File: src/rtl/regfile_writeback_if.sv
// Load-result handshake between the load unit (master) and the register-file write-back driver (slave).
interface regfile_writeback_if #(
  parameter int DATA_WIDTH = 16
);
  logic                  ld_valid;
  logic                  ld_ready;
  logic [3:0]            ld_rd;
  logic [DATA_WIDTH-1:0] ld_value;

  modport master (output ld_valid, output ld_rd, output ld_value, input ld_ready);
  modport slave  (input ld_valid, input ld_rd, input ld_value, output ld_ready);
endinterface

File: src/rtl/regfile_writeback.sv
// Register-file write-port driver: ALU results with priority, buffered load results, pending-load scoreboard.
// Optional WB_STATS_EN adds fifo_level, wb_count and stall_count observation ports.
module regfile_writeback #(
  parameter int DATA_WIDTH    = 16,
  parameter int REGS_COUNT    = 16,
  parameter int LD_FIFO_DEPTH = 4
) (
  input  logic                  clock,
  input  logic                  reset,
  input  logic                  alu_valid,
  input  logic [3:0]            alu_rd,
  input  logic [DATA_WIDTH-1:0] alu_value,
  regfile_writeback_if.slave    ld,
  input  logic                  issue_valid,
  input  logic [3:0]            issue_rd,
  output logic                  issue_ready,
  input  logic [3:0]            query_a,
  input  logic [3:0]            query_b,
  output logic                  hazard_a,
  output logic                  hazard_b,
  output logic                  wb_enable,
  output logic [3:0]            wb_rd,
  output logic [DATA_WIDTH-1:0] wb_value,
  output logic                  err
`ifdef WB_STATS_EN
  ,
  output logic [$clog2(LD_FIFO_DEPTH):0] fifo_level,
  output logic [15:0]                    wb_count,
  output logic [15:0]                    stall_count
`endif
);

  localparam int PTR_W = $clog2(LD_FIFO_DEPTH);
  localparam int CNT_W = PTR_W + 1;

  logic [3:0]            fifo_rd_r  [LD_FIFO_DEPTH];
  logic [DATA_WIDTH-1:0] fifo_val_r [LD_FIFO_DEPTH];
  logic [PTR_W-1:0]      head_r;
  logic [PTR_W-1:0]      tail_r;
  logic [CNT_W-1:0]      count_r;
  logic [CNT_W-1:0]      count_nxt_s;
  logic [REGS_COUNT-1:0] pending_r;
  logic [REGS_COUNT-1:0] pending_nxt_s;

  logic                  wb_enable_r;
  logic [3:0]            wb_rd_r;
  logic [DATA_WIDTH-1:0] wb_value_r;
  logic                  err_r;

  logic full_s;
  logic empty_s;
  logic ld_xfer_s;
  logic push_s;
  logic alu_take_s;
  logic pop_s;
  logic issue_set_s;
  logic violation_s;
  logic [3:0] head_rd_s;

  // Handshake, arbitration and hazard decode from current state
  always_comb begin
    full_s      = (count_r == CNT_W'(LD_FIFO_DEPTH));
    empty_s     = (count_r == {CNT_W{1'b0}});
    ld.ld_ready = !full_s && !reset;
    ld_xfer_s   = ld.ld_valid && ld.ld_ready;
    push_s      = ld_xfer_s && (ld.ld_rd != 4'd0);
    alu_take_s  = alu_valid && (alu_rd != 4'd0);
    // Loads only reach the port in cycles the ALU leaves free
    pop_s       = !alu_take_s && !empty_s;
    head_rd_s   = fifo_rd_r[head_r];
    issue_ready = !pending_r[issue_rd] && !reset;
    issue_set_s = issue_valid && issue_ready;
    hazard_a    = pending_r[query_a] && (query_a != 4'd0);
    hazard_b    = pending_r[query_b] && (query_b != 4'd0);
    violation_s = (issue_valid && pending_r[issue_rd])
                || (alu_valid && pending_r[alu_rd])
                || (ld_xfer_s && (ld.ld_rd != 4'd0) && !pending_r[ld.ld_rd]);
  end

  // Next occupancy and scoreboard; an issue set overrides a same-cycle pop clear
  always_comb begin
    case ({push_s, pop_s})
      2'b10:   count_nxt_s = count_r + {{(CNT_W-1){1'b0}}, 1'b1};
      2'b01:   count_nxt_s = count_r - {{(CNT_W-1){1'b0}}, 1'b1};
      default: count_nxt_s = count_r;
    endcase
    pending_nxt_s = pending_r;
    if (pop_s) begin
      pending_nxt_s[head_rd_s] = 1'b0;
    end else begin
      pending_nxt_s = pending_r;
    end
    if (issue_set_s) begin
      pending_nxt_s[issue_rd] = 1'b1;
    end else begin
      pending_nxt_s[0] = 1'b0;
    end
    pending_nxt_s[0] = 1'b0;
  end

  // FIFO storage; entries past the occupancy count are don't-care
  always_ff @(posedge clock) begin
    if (push_s) begin
      fifo_rd_r[tail_r]  <= ld.ld_rd;
      fifo_val_r[tail_r] <= ld.ld_value;
    end
  end

  // Pointers, occupancy, scoreboard and sticky error
  always_ff @(posedge clock) begin
    if (reset) begin
      head_r    <= {PTR_W{1'b0}};
      tail_r    <= {PTR_W{1'b0}};
      count_r   <= {CNT_W{1'b0}};
      pending_r <= {REGS_COUNT{1'b0}};
      err_r     <= 1'b0;
    end else begin
      if (push_s) tail_r <= tail_r + {{(PTR_W-1){1'b0}}, 1'b1};
      if (pop_s)  head_r <= head_r + {{(PTR_W-1){1'b0}}, 1'b1};
      count_r   <= count_nxt_s;
      pending_r <= pending_nxt_s;
      err_r     <= err_r || violation_s;
    end
  end

  // Write-back registers; rd/value hold when nothing is written
  always_ff @(posedge clock) begin
    if (reset) begin
      wb_enable_r <= 1'b0;
      wb_rd_r     <= 4'd0;
      wb_value_r  <= {DATA_WIDTH{1'b0}};
    end else if (alu_take_s) begin
      wb_enable_r <= 1'b1;
      wb_rd_r     <= alu_rd;
      wb_value_r  <= alu_value;
    end else if (pop_s) begin
      wb_enable_r <= 1'b1;
      wb_rd_r     <= head_rd_s;
      wb_value_r  <= fifo_val_r[head_r];
    end else begin
      wb_enable_r <= 1'b0;
    end
  end

  assign wb_enable = wb_enable_r;
  assign wb_rd     = wb_rd_r;
  assign wb_value  = wb_value_r;
  assign err       = err_r;

`ifdef WB_STATS_EN
  logic [15:0] wb_count_r;
  logic [15:0] stall_count_r;

  // Saturating activity counters
  always_ff @(posedge clock) begin
    if (reset) begin
      wb_count_r    <= 16'd0;
      stall_count_r <= 16'd0;
    end else begin
      if (wb_enable_r && (wb_count_r != 16'hFFFF)) begin
        wb_count_r <= wb_count_r + 16'd1;
      end
      if (alu_take_s && !empty_s && (stall_count_r != 16'hFFFF)) begin
        stall_count_r <= stall_count_r + 16'd1;
      end
    end
  end

  assign fifo_level  = count_r;
  assign wb_count    = wb_count_r;
  assign stall_count = stall_count_r;
`endif

endmodule

File: src/flat_wrapper.sv
// flat-port wrapper written by rule: the top's interface ports become plain ports
module regfile_writeback_flat 
#(
  parameter int DATA_WIDTH    = 16,
  parameter int REGS_COUNT    = 16,
  parameter int LD_FIFO_DEPTH = 4
)
  (clock, reset, alu_valid, alu_rd, alu_value, issue_valid, issue_rd, issue_ready, query_a, query_b, hazard_a, hazard_b, wb_enable, wb_rd, wb_value, err, ld_ld_valid, ld_ld_rd, ld_ld_value, ld_ld_ready);
  regfile_writeback_if #(.DATA_WIDTH(DATA_WIDTH)) ld_i ();
  input  logic clock;
  input  logic reset;
  input  logic alu_valid;
  input  logic [3:0] alu_rd;
  input  logic [DATA_WIDTH-1:0] alu_value;
  input  logic issue_valid;
  input  logic [3:0] issue_rd;
  output logic issue_ready;
  input  logic [3:0] query_a;
  input  logic [3:0] query_b;
  output logic hazard_a;
  output logic hazard_b;
  output logic wb_enable;
  output logic [3:0] wb_rd;
  output logic [DATA_WIDTH-1:0] wb_value;
  output logic err;
  input wire logic [$bits(ld_i.ld_valid)-1:0] ld_ld_valid;
  input wire logic [$bits(ld_i.ld_rd)-1:0] ld_ld_rd;
  input wire logic [$bits(ld_i.ld_value)-1:0] ld_ld_value;
  output wire logic [$bits(ld_i.ld_ready)-1:0] ld_ld_ready;
  assign ld_i.ld_valid = ld_ld_valid;
  assign ld_i.ld_rd = ld_ld_rd;
  assign ld_i.ld_value = ld_ld_value;
  assign ld_ld_ready = ld_i.ld_ready;
  regfile_writeback #(.DATA_WIDTH(DATA_WIDTH), .REGS_COUNT(REGS_COUNT), .LD_FIFO_DEPTH(LD_FIFO_DEPTH)) u_core (.clock(clock), .reset(reset), .alu_valid(alu_valid), .alu_rd(alu_rd), .alu_value(alu_value), .ld(ld_i), .issue_valid(issue_valid), .issue_rd(issue_rd), .issue_ready(issue_ready), .query_a(query_a), .query_b(query_b), .hazard_a(hazard_a), .hazard_b(hazard_b), .wb_enable(wb_enable), .wb_rd(wb_rd), .wb_value(wb_value), .err(err));
endmodule
File: config.mk
export PLATFORM = sky130hd
export DESIGN_NAME = regfile_writeback_flat
export DESIGN_NICKNAME = d
export VERILOG_FILES = /design/src/rtl/regfile_writeback_if.sv /design/src/rtl/regfile_writeback.sv /design/src/flat_wrapper.sv
export SDC_FILE = /design/constraint.sdc
export NUM_CORES = 1
export LEC_CHECK = 0
export CORE_UTILIZATION = 51
export CTS_BUF_LIST = sky130_fd_sc_hd__clkbuf_4
export DETAILED_ROUTE_END_ITERATION = 8
export PLACE_DENSITY = 0.83
export SETUP_SLACK_MARGIN = 0.2
export SYNTH_ARGS = -nofsm -noshare
export SYNTH_HDL_FRONTEND = slang
export SYNTH_SLANG_ARGS = --single-unit
File: constraint.sdc
create_clock -name clock -period 2.75 [get_ports clock]
set_clock_uncertainty 0.05 [all_clocks]
set_input_delay 0.55 -clock clock [delete_from_list [all_inputs] [get_ports clock]]
set_output_delay 0.55 -clock clock [all_outputs]
set_load 0.02 [all_outputs]
==> flow_metrics.tcl <==
set metrics [dict create \
    status "finished clean" \
    ant_nets 0 \
    start_util_pct 52.9 \
    hold_viol_final 0 \
    cts_buffers 17 \
    cp.arrival_ns 2.12 \
    rsz0062_at_grt "true" \
    worstPathRequired_ns 2.15 \
    clockBufferDepth 2 \
    finalNonFillerCells 689 \
    worst_ir_drop_vdd_uv 483 \
    track_usage_pct 25.1 \
    ctsHtreeMaxLevel 4 \
    grt_max_degree 35 \
    first_iter_violations 233 \
    grt_pass1_wl_mm 21.4 \
    synth.top_cells.by_area "edfxtp_1 (41%), dfxtp_1 (16%), mux4_2 (10%), mux2i_1 (5.0%), mux4_1 (3.6%)" \
    core_sq_um 11000 \
    gp_congestion 0.953 \
    fin_util_pct 67.7 \
    grt_overflow 0 \
    endpoint_kind "output port" \
    antenna_found_initial 0 \
    yosysMostFrequentCell "edfxtp_1" \
    worst_pin_slew_ns 0.475 \
    synth_common_cells "edfxtp_1 (80), dfxtp_1 (46), nor2_1 (39), mux2i_1 (29), mux4_2 (27)" \
    yosysWarnings 0 \
    worst_slack_ns 0.0265 \
    drc 0 \
    synthesis.nets 471 \
    yosys.area.top_type_share_pct 41.4 \
    first_global_vias 4093 \
    worstSetupPathType "input pin to output port" \
    yosys.area.top_type "edfxtp_1" \
    yosysSeqAreaShare_pct 57.2 \
    holdCritPathClass "flop to flop" \
    io_pins 83 \
    die_h_um 109 \
    relSlewSlack_pct 68.3 \
    finalCritPeriodShare_pct 99.0 \
    clock_sinks 126 \
    dr.pass1.iters 5 \
    synthCells 408 \
    power_density_nw_per_um2 690 \
    routed_via_density 5.94 \
    n_antenna_cell 0 \
    synth_edf_count 80 \
    clk_pin_slew_worst_paths_ns 0.10 \
    core.rowCount 38 \
    dpl.hpwl_mm 9.57 \
    drt_wl_total_mm 13.7 \
    clock_latency_ns 0.52 \
    dp_slack_ns -0.753 \
    vias 4092 \
    drive_gt1_share_pct 25.5 \
    cts-root-buf "clkbuf_4" \
    fillers 792 \
    cp-start-kind "input pin" \
    period_minus_slack_ns 2.72 \
    syn-cell-area_sq_um 5810 \
    die_width_um 109 \
    worstHoldStart "u_core.head_r[1]$_SDFFE_PP0N_" \
    numPortBuffers 82 \
    p_leak_uw 0.00269 \
    cts_tree "yes" \
    post-place-cells 647 \
    async_flop_share_pct 0 \
    syn_area_per_cell_sq_um 14.2 \
    synth_flop_cell "edfxtp_1" \
    setup_viol_count_final 0 \
    fin_nets 599 \
    worstPathMaxFanout 2 \
    cp-startpoint "query_b[2]" \
    final_max_slew_viol_count 0 \
    wl_per_cell_um 19.9 \
    synth.ff_latch_count 126 \
    synthDistinctLibCells 51 \
    area_growth_syn_to_layout_pct 28.1 \
    cap_violations 0 \
    fp.dieArea_sq_um 11800 \
    max_freq_mhz 367 \
]
## registers in the layout, indices dropped and copies added, names as in the netlist, named ones only
name	cells
u_core.count_r	3
u_core.pending_r	15
u_core.wb_rd	4
u_core.wb_enable	1
u_core.err	1
u_core.fifo_rd_r	16
u_core.tail_r	2
u_core.head_r	2
u_core.fifo_val_r	64
u_core.wb_value	16
## worst max-delay path, stage by stage
cell and delay (ns):
clkdlybuf4s50_1 0.48, mux2_2 0.33, nand2_1 0.06, o21ai_0 0.08, mux4_2 0.47, buf_6 0.15
## through the flow
step	power, uW	hold slack [ns]	setup TNS (ns)	area (sq um)
6_report	5140	0.477	0	7440
5_1_grt	5400	0.503	-0.121	7440
4_1_cts	5170	0.490	0	7420
3_5_place_dp	4000	0.471	-2.35	7060
3_3_place_gp	3930	0.457	-2.14	7060
2_1_floorplan	3480	0.432	0	5840
## area by class of cell
class	count	area [sq um]	area share (%)
clock inverter	14	128	1.72
inverter	10	40.0	0.538
sequential	126	3340	44.9
clock buffer	18	135	1.82
tap	140	175	2.35
multi-input combinational	245	2330	31.3
timing repair buffer	136	1290	17.3
## per-layer routing
layer  global-route usage [%]  up-vias  part of all wire (%)
met5                        0        -                     0
met4                     11.3        0                   3.0
met3                     8.49       39                   8.0
met2                     40.9      197                    49
met1                     30.2     1984                    40
li1                         -     1872                     -
## logic make-up (layout without fill, tap and decap cells)
| family | after synthesis | after routing | synth area share, % |
|---|---|---|---|
| muxes | 70 | 70 | 20.3 |
| AOI/OAI and AO/OA | 63 | 63 | 8.12 |
| xor gates and xnor gates | 5 | 5 | 0.754 |
| buffers and inverters | 37 | 178 | 3.19 |
| DFF | 126 | 126 | 57.2 |
| adders and majority gates | 6 | 6 | 1.42 |
| and+or+nand+nor | 101 | 101 | 9.03 |
## where the power goes
group          internal [uW]  switching (uW)  leakage [uW]
clock network            532             645      0.000140
registers               2160             103       0.00111
logic                    837             863       0.00144
## final timing paths
kind	slack, ns	endpoint	cells past startpoint
max	0.03	hazard_b	6
min	0.48	u_core.head_r[1]$_SDFFE_PP0N_	2
max reg2reg	0.52	u_core.pending_r[11]$_SDFF_PP0_	6
min reg2reg	0.48	u_core.head_r[1]$_SDFFE_PP0N_	2
## repair_timing
| action | in CTS | in global routing |
|---|---|---|
| pin swaps | 1 | 1 |
| setup endpoints to repair | 4 | 3 |
| hold buffers | 0 | 0 |
| resized for setup | 39 | 5 |
| setup buffers | 8 | 2 |
## cell usage in the layout, fill, tap and decap left out, types with 5 or more instances in the layout
master           instances
nand2_1                 20
clkdlybuf4s50_1         73
mux2_2                   5
nor2_1                  39
a21oi_1                 11
edfxtp_1                80
a211oi_1                16
buf_6                    7
clkbuf_4                18
buf_4                   46
dfxtp_1                 38
o21ai_0                  8
mux2i_1                 28
a32o_1                   6
mux4_2                  27
clkinv_2                 5
inv_1                    8
nand3_1                 13
mux4_1                   8
dlygate4sd2_1            6
Note: power is estimated with default switching activity, not from simulation.
